[config.mk]
export PLATFORM = sky130hd
export DESIGN_NAME = ahbl_i2s_rx_fifo
export DESIGN_NICKNAME = d
export VERILOG_FILES = /design/src/rtl/ahbl_i2s_rx_fifo_pkg.sv /design/src/rtl/ahbl_i2s_rx_fifo_i2s_rx_core.sv /design/src/rtl/ahbl_i2s_rx_fifo.sv
export SDC_FILE = /design/constraint.sdc
export NUM_CORES = 1
export LEC_CHECK = 0
export BUFFER_PORTS_ARGS = -buffer_cell sky130_fd_sc_hd__buf_2
export CAP_MARGIN = 20
export CORE_MARGIN = 10
export CORE_UTILIZATION = 61
export DETAILED_ROUTE_END_ITERATION = 8
export MAX_ROUTING_LAYER = met4
export PLACE_DENSITY = 0.8
export SLEW_MARGIN = 30
export SYNTH_ARGS = -nofsm -noshare
export SYNTH_HDL_FRONTEND = slang
export SYNTH_SLANG_ARGS = --single-unit
[constraint.sdc]
create_clock -name HCLK -period 4.2 [get_ports HCLK]
set_input_delay 0.84 -clock HCLK [delete_from_list [all_inputs] [get_ports HCLK]]
set_output_delay 0.84 -clock HCLK [all_outputs]
set_load 0.01 [all_outputs]
[src/rtl/ahbl_i2s_rx_fifo_pkg.sv]
// Shared register map, field positions and channel-mode encodings for the
// AHB-Lite I2S receiver.
package ahbl_i2s_pkg;

    localparam logic [7:0] CTRL_OFF   = 8'h00;
    localparam logic [7:0] STATUS_OFF = 8'h04;
    localparam logic [7:0] DATA_OFF   = 8'h08;
    localparam logic [7:0] CLKDIV_OFF = 8'h0C;

    localparam logic [31:0] UNMAPPED_DATA = 32'hDEAD_BEEF;

    localparam int CTRL_EN_BIT      = 0;
    localparam int CTRL_MODE_LSB    = 1;
    localparam int CTRL_CLR_BIT     = 3;
    localparam int CTRL_THRESH_LSB  = 8;

    localparam int STATUS_EMPTY_BIT = 0;
    localparam int STATUS_FULL_BIT  = 1;
    localparam int STATUS_OVF_BIT   = 2;
    localparam int STATUS_LEVEL_LSB = 16;

    // MODE value 2'b11 also selects stereo.
    typedef enum logic [1:0] {
        MODE_LEFT   = 2'b00,
        MODE_RIGHT  = 2'b01,
        MODE_STEREO = 2'b10
    } mode_e;

    typedef enum logic {
        CH_LEFT  = 1'b0,
        CH_RIGHT = 1'b1
    } chan_e;

    function automatic logic mode_accepts(input logic [1:0] mode, input logic chan);
        if (mode[1])
            return 1'b1;
        return (mode == MODE_RIGHT) ? (chan == CH_RIGHT) : (chan == CH_LEFT);
    endfunction

endpackage

[src/rtl/ahbl_i2s_rx_fifo_i2s_rx_core.sv]
// I2S master receive engine: SCK/WS generation, MSB-first deserialiser and
// per-slot commit with the channel of the slot just finished.
module i2s_rx_core
    import ahbl_i2s_pkg::*;
#(
    parameter int SAMPLE_W = 24
) (
    input  logic                HCLK,
    input  logic                HRESET,
    input  logic                en,
    input  logic [7:0]          div,
    input  logic                rx,
    output logic                i2s_clk,
    output logic                ws,
    output logic                sample_valid,
    output logic [SAMPLE_W-1:0] sample,
    output logic                chan
);

    localparam int CNT_W = $clog2(SAMPLE_W);

    logic [7:0]          presc;
    logic [7:0]          div_act;
    logic [CNT_W-1:0]    bit_cnt;
    logic [SAMPLE_W-1:0] shifter;
    logic                pend;
    logic                wrap;

    assign wrap = (presc == div_act);

    // NOTE: sequential state uses non-blocking assignments so every register
    // samples pre-edge values, independent of statement order.
    always_ff @(posedge HCLK) begin
        if (HRESET) begin
            presc        <= '0;
            div_act      <= '0;
            bit_cnt      <= '0;
            shifter      <= '0;
            pend         <= 1'b0;
            i2s_clk      <= 1'b0;
            ws           <= 1'b0;
            sample_valid <= 1'b0;
            sample       <= '0;
            chan         <= 1'b0;
        end else begin
            sample_valid <= 1'b0;
            if (!en) begin
                presc   <= '0;
                div_act <= div;
                bit_cnt <= '0;
                shifter <= '0;
                pend    <= 1'b0;
                i2s_clk <= 1'b0;
                ws      <= 1'b0;
            end else if (wrap) begin
                presc   <= '0;
                div_act <= div;
                i2s_clk <= ~i2s_clk;
                if (!i2s_clk) begin
                    // Rising SCK: the bit after a WS change is the LSB of the
                    // slot that just ended, so that slot commits here.
                    shifter <= {shifter[SAMPLE_W-2:0], rx};
                    if (pend) begin
                        pend         <= 1'b0;
                        sample_valid <= 1'b1;
                        sample       <= {shifter[SAMPLE_W-2:0], rx};
                        chan         <= ~ws;
                    end
                end else if (bit_cnt == CNT_W'(SAMPLE_W - 1)) begin
                    bit_cnt <= '0;
                    ws      <= ~ws;
                    pend    <= 1'b1;
                end else begin
                    bit_cnt <= bit_cnt + 1'b1;
                end
            end else begin
                presc <= presc + 8'd1;
            end
        end
    end

endmodule

[src/rtl/ahbl_i2s_rx_fifo.sv]
// AHB-Lite I2S receiver with sample FIFO, sticky overflow and level-threshold
// interrupt. Zero-wait-state slave; registers decode in the data phase.
module ahbl_i2s_rx_fifo
    import ahbl_i2s_pkg::*;
#(
    parameter int SAMPLE_W   = 24,
    parameter int FIFO_DEPTH = 16,
    parameter int CLKDIV_RST = 7
) (
    input  logic        HCLK,
    input  logic        HRESET,
    input  logic [31:0] HADDR,
    input  logic [1:0]  HTRANS,
    input  logic        HWRITE,
    input  logic [2:0]  HSIZE,
    input  logic [31:0] HWDATA,
    input  logic        HSEL,
    input  logic        HREADY,
    output logic [31:0] HRDATA,
    output logic        HREADYOUT,
    input  logic        rx,
    output logic        ws,
    output logic        i2s_clk,
    output logic        irq
);

    localparam int PTR_W = $clog2(FIFO_DEPTH);
    localparam int LVL_W = PTR_W + 1;

    logic [7:0]          a_addr;
    logic                a_write;
    logic                a_act;
    logic                ctrl_en;
    logic [1:0]          ctrl_mode;
    logic [LVL_W-1:0]    thresh;
    logic [7:0]          clkdiv;
    logic [SAMPLE_W-1:0] mem [FIFO_DEPTH];
    logic [PTR_W-1:0]    wptr, rptr;
    logic [LVL_W-1:0]    level;
    logic                ovf;
    logic                sample_valid;
    logic [SAMPLE_W-1:0] sample;
    logic                chan;
    logic                wr, rd, clr, push, pop, do_push, empty, full;
    logic                unused_bits;

    assign HREADYOUT   = 1'b1;
    assign unused_bits = ^{HSIZE, HADDR[31:8], HTRANS[0], HWDATA[31:CTRL_THRESH_LSB+LVL_W]};

    assign wr      = a_act & a_write;
    assign rd      = a_act & ~a_write;
    assign empty   = (level == '0);
    assign full    = (level == LVL_W'(FIFO_DEPTH));
    assign clr     = wr && (a_addr == CTRL_OFF) && HWDATA[CTRL_CLR_BIT];
    assign pop     = rd && (a_addr == DATA_OFF) && !empty;
    assign push    = sample_valid && mode_accepts(ctrl_mode, chan);
    // A pop in the same cycle frees the slot a full FIFO would otherwise lack.
    assign do_push = push && (!full || pop);

    always_ff @(posedge HCLK) begin
        if (HRESET) begin
            a_addr  <= '0;
            a_write <= 1'b0;
            a_act   <= 1'b0;
        end else if (HREADY) begin
            a_addr  <= HADDR[7:0];
            a_write <= HWRITE;
            a_act   <= HSEL & HTRANS[1];
        end
    end

    always_ff @(posedge HCLK) begin
        if (HRESET) begin
            ctrl_en   <= 1'b0;
            ctrl_mode <= MODE_LEFT;
            thresh    <= '0;
            clkdiv    <= 8'(CLKDIV_RST);
        end else if (wr) begin
            if (a_addr == CTRL_OFF) begin
                ctrl_en   <= HWDATA[CTRL_EN_BIT];
                ctrl_mode <= HWDATA[CTRL_MODE_LSB +: 2];
                thresh    <= HWDATA[CTRL_THRESH_LSB +: LVL_W];
            end else if (a_addr == CLKDIV_OFF) begin
                clkdiv <= HWDATA[7:0];
            end
        end
    end

    always_ff @(posedge HCLK) begin
        if (HRESET) begin
            wptr  <= '0;
            rptr  <= '0;
            level <= '0;
            ovf   <= 1'b0;
        end else if (clr) begin
            wptr  <= '0;
            rptr  <= '0;
            level <= '0;
            ovf   <= 1'b0;
        end else begin
            if (do_push)
                wptr <= wptr + 1'b1;
            if (pop)
                rptr <= rptr + 1'b1;
            level <= level + LVL_W'(do_push) - LVL_W'(pop);
            if (push && full && !pop)
                ovf <= 1'b1;
        end
    end

    // NOTE: the sample storage has no reset; pointers and level define which
    // entries are valid, so clearing the array would only cost logic.
    always_ff @(posedge HCLK) begin
        if (do_push && !clr)
            mem[wptr] <= sample;
    end

    always_ff @(posedge HCLK) begin
        if (HRESET)
            irq <= 1'b0;
        else
            irq <= ((level >= thresh) && (thresh != '0)) || ovf;
    end

    // NOTE: HRDATA gets a default before the decode so no path can infer a latch.
    always_comb begin
        HRDATA = '0;
        if (rd) begin
            case (a_addr)
                CTRL_OFF: begin
                    HRDATA[CTRL_EN_BIT]                  = ctrl_en;
                    HRDATA[CTRL_MODE_LSB +: 2]           = ctrl_mode;
                    HRDATA[CTRL_THRESH_LSB +: LVL_W]     = thresh;
                end
                STATUS_OFF: begin
                    HRDATA[STATUS_EMPTY_BIT]             = empty;
                    HRDATA[STATUS_FULL_BIT]              = full;
                    HRDATA[STATUS_OVF_BIT]               = ovf;
                    HRDATA[STATUS_LEVEL_LSB +: LVL_W]    = level;
                end
                DATA_OFF: begin
                    if (!empty)
                        HRDATA = 32'($signed(mem[rptr]));
                end
                CLKDIV_OFF: HRDATA[7:0] = clkdiv;
                default:    HRDATA = UNMAPPED_DATA;
            endcase
        end
    end

    i2s_rx_core #(
        .SAMPLE_W(SAMPLE_W)
    ) u_core (
        .HCLK        (HCLK),
        .HRESET      (HRESET),
        .en          (ctrl_en),
        .div         (clkdiv),
        .rx          (rx),
        .i2s_clk     (i2s_clk),
        .ws          (ws),
        .sample_valid(sample_valid),
        .sample      (sample),
        .chan        (chan)
    );

endmodule

# [After elaboration in Yosys (flattened, before gate mapping)]
# Memory sizes are Yosys's and may differ from the RTL's. A register that Yosys moved wholly into a read port is not among the register bits.
# Cells that the tools add are included.
[classes] addsub=6 magnitude_cmp=1 eq_ne=9 n_mux=22 bitwise_logic=10 reduce_logical=34
[ops] operator="two-way mux 32 bit" count=2
[ops] operator="case mux 5 bit (3 select lines)" count=3
[ops] operator="case mux 11 bit (2 select lines)" count=1
[ops] operator="== test 8 x 4 -> 1 bit (second input constant)" count=2
[ops] operator="two-way mux 8 bit" count=2
[ops] operator="case mux 3 bit (4 select lines)" count=1
[ops] operator="== test 5 bit (second input constant)" count=2
[ops] operator="logical AND 1 bit" count=10
[ops] operator="OR reduction 2 bit" count=5
[ops] operator="two-way mux 1 bit" count=9
[ops] operator="adder 4 x 1 -> 4 bit (second input constant)" count=2
[ops] operator="adder 8 x 1 -> 8 bit (second input constant)" count=1
[ops] operator="== test 8 x 3 -> 1 bit (second input constant)" count=1
[ops] operator="== test 8 bit" count=1
[ops] operator="logical NOT 8 bit" count=1
[ops] operator="two-way mux 4 bit" count=2
[ops] operator="AND reduction 2 bit" count=4
[ops] operator="inverter 1 bit" count=7
[ops] operator="case mux 3 bit (2 select lines)" count=1
[ops] operator="AND reduction 3 bit" count=2
[ops] operator="OR reduction 3 bit" count=2
[ops] operator="adder 5 x 1 -> 5 bit" count=1
[ops] operator="adder 5 x 1 -> 5 bit (second input constant)" count=1
[ops] operator="greater-or-equal comparator 5 bit" count=1
[ops] operator="other kinds (12)" count=18
[totals] register_bits=114 ramBits=384 input_bits=75 wordCells=105 mem_count=1
[memory_table] name="mem" words=16 width=24 rd=1 rd_ports_with_merged_regs=1 write_ports=1 line="ahbl_i2s_rx_fifo.sv:37" text="logic [SAMPLE_W-1:0] mem [FIFO_DEPTH];"

# [Depth between registers and ports, before layout]
[logic_depth] ltp_word=9 mapped_depth=17

# [Hierarchy]
# From an unflattened synthesis, not the netlist that was laid out.
[unflattened] hier_cells=1240 hier_area_um2=20287.0
[by_module_without_submodules] mod="ahbl_i2s_rx_fifo" n_inst=1 cells_each=917 area_each_um2=17141.4 seq_area_each_um2=12431.9
[by_module_without_submodules] mod="i2s_rx_core" n_inst=1 cells_each=323 area_each_um2=3145.5 seq_area_each_um2=1461.4

# [Worst setup path before layout]
# OpenSTA, ideal clock, no wires.
[synth_path] kind="register to register" startpoint="register level[2]" endpoint="memory mem[0][0] (enable)" arrival_time_ns=3.200 required_time_ns=3.765 setup_slack_ns=0.565 path_stages_with_launch=8 path_buffers=0 synth_period_minus_slack_ns=3.635 path_cell_list="dfxtp_1 -> inv_1 -> ha_1 -> or4b_4 -> nand2_1 -> o21ai_0 -> nand4_1 -> nor3_1"
[synth_via] elab_chain_cells=8
[synth_lines] item="start, declared" line="ahbl_i2s_rx_fifo.sv:39" text="logic [LVL_W-1:0] level;"
[synth_lines] item="start signal, assigned" line="ahbl_i2s_rx_fifo.sv:105" text="level <= level + LVL_W'(do_push) - LVL_W'(pop);"
[synth_lines] item="logical NOT 5 bit" line="ahbl_i2s_rx_fifo.sv:52" text="assign empty = (level == '0);"
[synth_lines] item="logical NOT 1 bit"
[synth_lines] item="logical AND 1 bit" line="ahbl_i2s_rx_fifo.sv:55" text="assign pop = rd && (a_addr == DATA_OFF) && !empty;"
[synth_lines] item="logical OR 1 bit (*)" line="ahbl_i2s_rx_fifo.sv:58" text="assign do_push = push && (!full || pop);"
[synth_lines] item="logical AND 1 bit (*)" line="ahbl_i2s_rx_fifo.sv:58"
[synth_lines] item="logical AND 1 bit (*)" line="ahbl_i2s_rx_fifo.sv:114" text="if (do_push && !clr)"
[synth_lines] item="two-way mux 1 bit (*)" line="ahbl_i2s_rx_fifo.sv:114"
[synth_lines] item="two-way mux 1 bit (not written as such) (*)" line="ahbl_i2s_rx_fifo.sv:115" text="mem[wptr] <= sample;"
[synth_lines] item="end, declared" line="ahbl_i2s_rx_fifo.sv:37"
# Every way passes the cells marked *; elsewhere a longest branch is shown, timed or not.

# [Worst setup path after layout]
[layout_path] startpoint="register level[3]" endpoint="output port HRDATA[17]"
[layout_via] elab_chain_cells=4
[layout_lines] item="logical NOT 5 bit" line="ahbl_i2s_rx_fifo.sv:52"
[layout_lines] item="two-way mux 32 bit" line="ahbl_i2s_rx_fifo.sv:142" text="if (!empty)"
[layout_lines] item="case mux 5 bit (3 select lines)" line="ahbl_i2s_rx_fifo.sv:129" text="case (a_addr)"
[layout_lines] item="two-way mux 32 bit" line="ahbl_i2s_rx_fifo.sv:128" text="if (rd) begin"
[layout_lines] item="end, declared" line="ahbl_i2s_rx_fifo.sv:19" text="output logic [31:0] HRDATA,"
# Every way passes these cells.

==> results.sh <==
export IMPL_yosysWarnings=0
export IMPL_grt_use_total_pct=23.6
export IMPL_overflow=0
export IMPL_viasPerCell=6.38
export IMPL_worstSkewPairLatency_ns=0.56
export IMPL_setup_violations=0
export IMPL_n_fill_cell=1998
export IMPL_cts_tree="done"
export IMPL_hold_class="flop to flop"
export IMPL_hold_viol=0
export IMPL_p_per_area_nw_per_um2=441
export IMPL_r2r_setup_slack_ns=0.76
export IMPL_post_synth_top_count_cell="edfxtp_1"
export IMPL_synth_ff_type="edfxtp_1"
export IMPL_wire_per_inst_um=26.1
export IMPL_die_h_um=201
export IMPL_fin_nets=1393
export IMPL_netlist_instances=1219
export IMPL_status="finished clean"
export IMPL_first_pass_iters=6
export IMPL_postCtsSetupBuffers=0
export IMPL_postCtsHoldBufs=0
export IMPL_critical_path_cell_chain="inv_1, ha_1, or4b_4, and3b_1, nand3_2, a211oi_1, a31o_1, buf_2"
export IMPL_n_antenna_cell=0
export IMPL_num_vias=11400
export IMPL_yosys_area_top_type_share_pct=57.8
export IMPL_placed_cell_area_um2=20900
export IMPL_worstSetupPathType="flop to output port"
export IMPL_slowest_delay_ns=0.46
export IMPL_synth_seq_cells=502
export IMPL_slew_headroom_pct=39.5
export IMPL_htree_levels=2
export IMPL_ir_worst_vdd_uv=308
export IMPL_grt_pass1_wl_um=70700
export IMPL_cp_data_required_time_ns=3.36
export IMPL_drt_wl_total_um=46500
export IMPL_leakage_uw=0.00752
export IMPL_slew_viol_final=0
export IMPL_setup_tns_ns=0
export IMPL_yosysUniqueCellTypes=58
export IMPL_io_buffers=62
export IMPL_clk_pin_slew_ns=0.06
export IMPL_fin_ws_ns=0.232
export IMPL_hold_depth=2
export IMPL_synth_edff_count=384
export IMPL_fin_crit_sh_pct=94.5
export IMPL_critPathMaxFanout=14
export IMPL_holdCritStartpoint="u_core.bit_cnt[4]$_SDFFE_PP0P_"
export IMPL_fin_crit_ns=3.97
export IMPL_synth_async_sr_flop_share_pct=0
export IMPL_worstReg2RegEnd="mem[5][7]$_DFFE_PP_"
export IMPL_antenna_left=0
export IMPL_core_um2=32500
export IMPL_finClkSkew_ns=0.0230
export IMPL_syn2layout_area_growth_pct=13.1
export IMPL_syn_area_um2=20000
export IMPL_start_util_pct=61.5
export IMPL_worst_pin_slew_ns=0.908
export IMPL_io_pins=111
export IMPL_grt_pass1_vias=11300
export IMPL_seqCellArea_um2=13900
export IMPL_crit_slowest_cell="and3b_1"
export IMPL_clock_root_buffer="clkbuf_16"
export IMPL_numCtsBuffers=48
export IMPL_placementRows=66
export IMPL_cap_violations=0
export IMPL_final_area_um2=22600
export IMPL_drtIter0Drc=1278
export IMPL_drive_gt1_share_pct=23.4
export IMPL_holdPathEnd="u_core.bit_cnt[4]$_SDFFE_PP0P_"
export IMPL_ys_seq_area_share_pct=69.6
export IMPL_netlist_top_cells_count="edfxtp_1, dfxtp_1, nor2_1, mux4_2, mux2i_1"
export IMPL_syn_num_nets=1312
export IMPL_place_ws_ns=0.818
export IMPL_remaining_drc_errors=0
export IMPL_antenna_found_initial=1
export IMPL_rsz0062_at_grt="false"
export IMPL_postSynthAreaPerCell_um2=16.4
export IMPL_startpoint_type="flop"
export IMPL_hold_slack_ns=0.477
export IMPL_cts_max_path_buffers=3
export IMPL_reg2reg_from="a_addr[7]$_SDFFE_PP0P_"
export IMPL_fmax_mhz=252
export IMPL_clock_sinks=502
export IMPL_multi_input_comb_area_um2=5650
export IMPL_synth_area_leaders="edfxtp_1, dfxtp_1, mux4_2"
export IMPL_yosys_area_top_type="edfxtp_1"
export IMPL_cts_resized=0
export IMPL_cp_arrival_ns=3.13
export IMPL_grt_max_degree=55
export IMPL_routabilityCongestion=0.830
export IMPL_rr_worst_depth=6
export IMPL_dieWidth_um=201
export IMPL_end_kind="output port"
export IMPL_dpl_hpwl_um=27500
export IMPL_die_area_um2=40400
logic make-up after synthesis:
logic type                 Yosys count  share of synthesized area, %
AOI/OAI and AO/OA                  119                          3.64
xor gates and xnor gates            22                         0.965
adders and majority gates           18                          1.17
buffers and inverters               93                          2.43
DFF                                502                          69.6
muxes                              189                          15.8
other                                1                        0.0188
and+or+nand+nor                    275                          6.35
where the power goes:
| part | switching (uW) | internal (uW) |
|---|---|---|
| clock | 1790 | 2750 |
| combinational | 89.6 | 40.2 |
| sequential | 8.01 | 5270 |
| total | 1890 | 8060 |
state kept, by name, summed over array words and instances, names as in the netlist, 8 cells and up, named ones only:
| register | flops |
|---|---|
| u_core.div_act | 8 |
| a_addr | 8 |
| u_core.shifter | 23 |
| u_core.presc | 8 |
| u_core.sample | 24 |
| mem | 384 |
| clkdiv | 8 |
cell type report:
type                       count  share of cell area, %
tap                          442                   2.45
inverter                      17                  0.283
sequential                   502                   61.6
multi-input combinational    624                   25.0
clock inverter                19                   1.25
timing repair buffer         107                   3.20
clock buffer                  71                   6.20
layer usage:
| metal | vias to the layer above | share of wire (%) | track usage (%) |
|---|---|---|---|
| met4 | 0 | 2.7 | 7.74 |
| li1 | 4857 | - | - |
| met5 | - | 0 | - |
| met2 | 644 | 50 | 38.1 |
| met3 | 83 | 9.3 | 4.00 |
| met1 | 5787 | 38 | 30.1 |
cell usage in the layout, fill, tap and decap left out, types with 10 or more instances in the layout:
cell type	synthesis	layout
nor2_1	101	89
nand4_1	10	10
nand3_1	39	39
clkbuf_1	29	14
edfxtp_1	384	384
nand2_1	70	70
nor2_2	0	12
mux4_2	97	97
dfxtp_1	118	114
mux2i_1	84	84
buf_4	14	39
ha_1	17	17
inv_1	17	17
xnor2_1	13	13
buf_2	22	62
a21oi_1	33	33
clkbuf_16	0	50
nor2b_1	12	11
o21ai_0	44	44
critical path, delay by kind of cell (launching register included):
kind | cells | cell delay [ns]
compound gates | 2 | 0.61
fa+ha+maj | 1 | 0.21
buf+inv | 2 | 0.23
flops | 1 | 0.41
simple gates | 3 | 1.12
how the worst max path moves through the flow:
stage | from | endpoint | depth (start not counted)
6_report | level[3]$_SDFF_PP0_ | HRDATA[17] | 8
5_1_grt | flop | HRDATA[6] | 8
4_1_cts | flop | HRDATA[18] | 7
3_5_place_dp | a_addr[7]$_SDFFE_PP0P_ | mem[5][13]$_DFFE_PP_ | 6
3_3_place_gp | flop | HRDATA[9] | 9
2_1_floorplan | level[2]$_SDFF_PP0_ | mem[0][0]$_DFFE_PP_ | 7
metrics by stage:
step           cells  total power (uW)  utilization (%)
6_report        1782              9950             69.6
3_3_place_gp    1692              5510             64.4
3_5_place_dp    1692              5520             64.4
4_1_cts         1782              9990             69.6
5_1_grt         1782             10200             69.6
2_1_floorplan   1219              5460                -
Power figures use the tool's default switching activity.
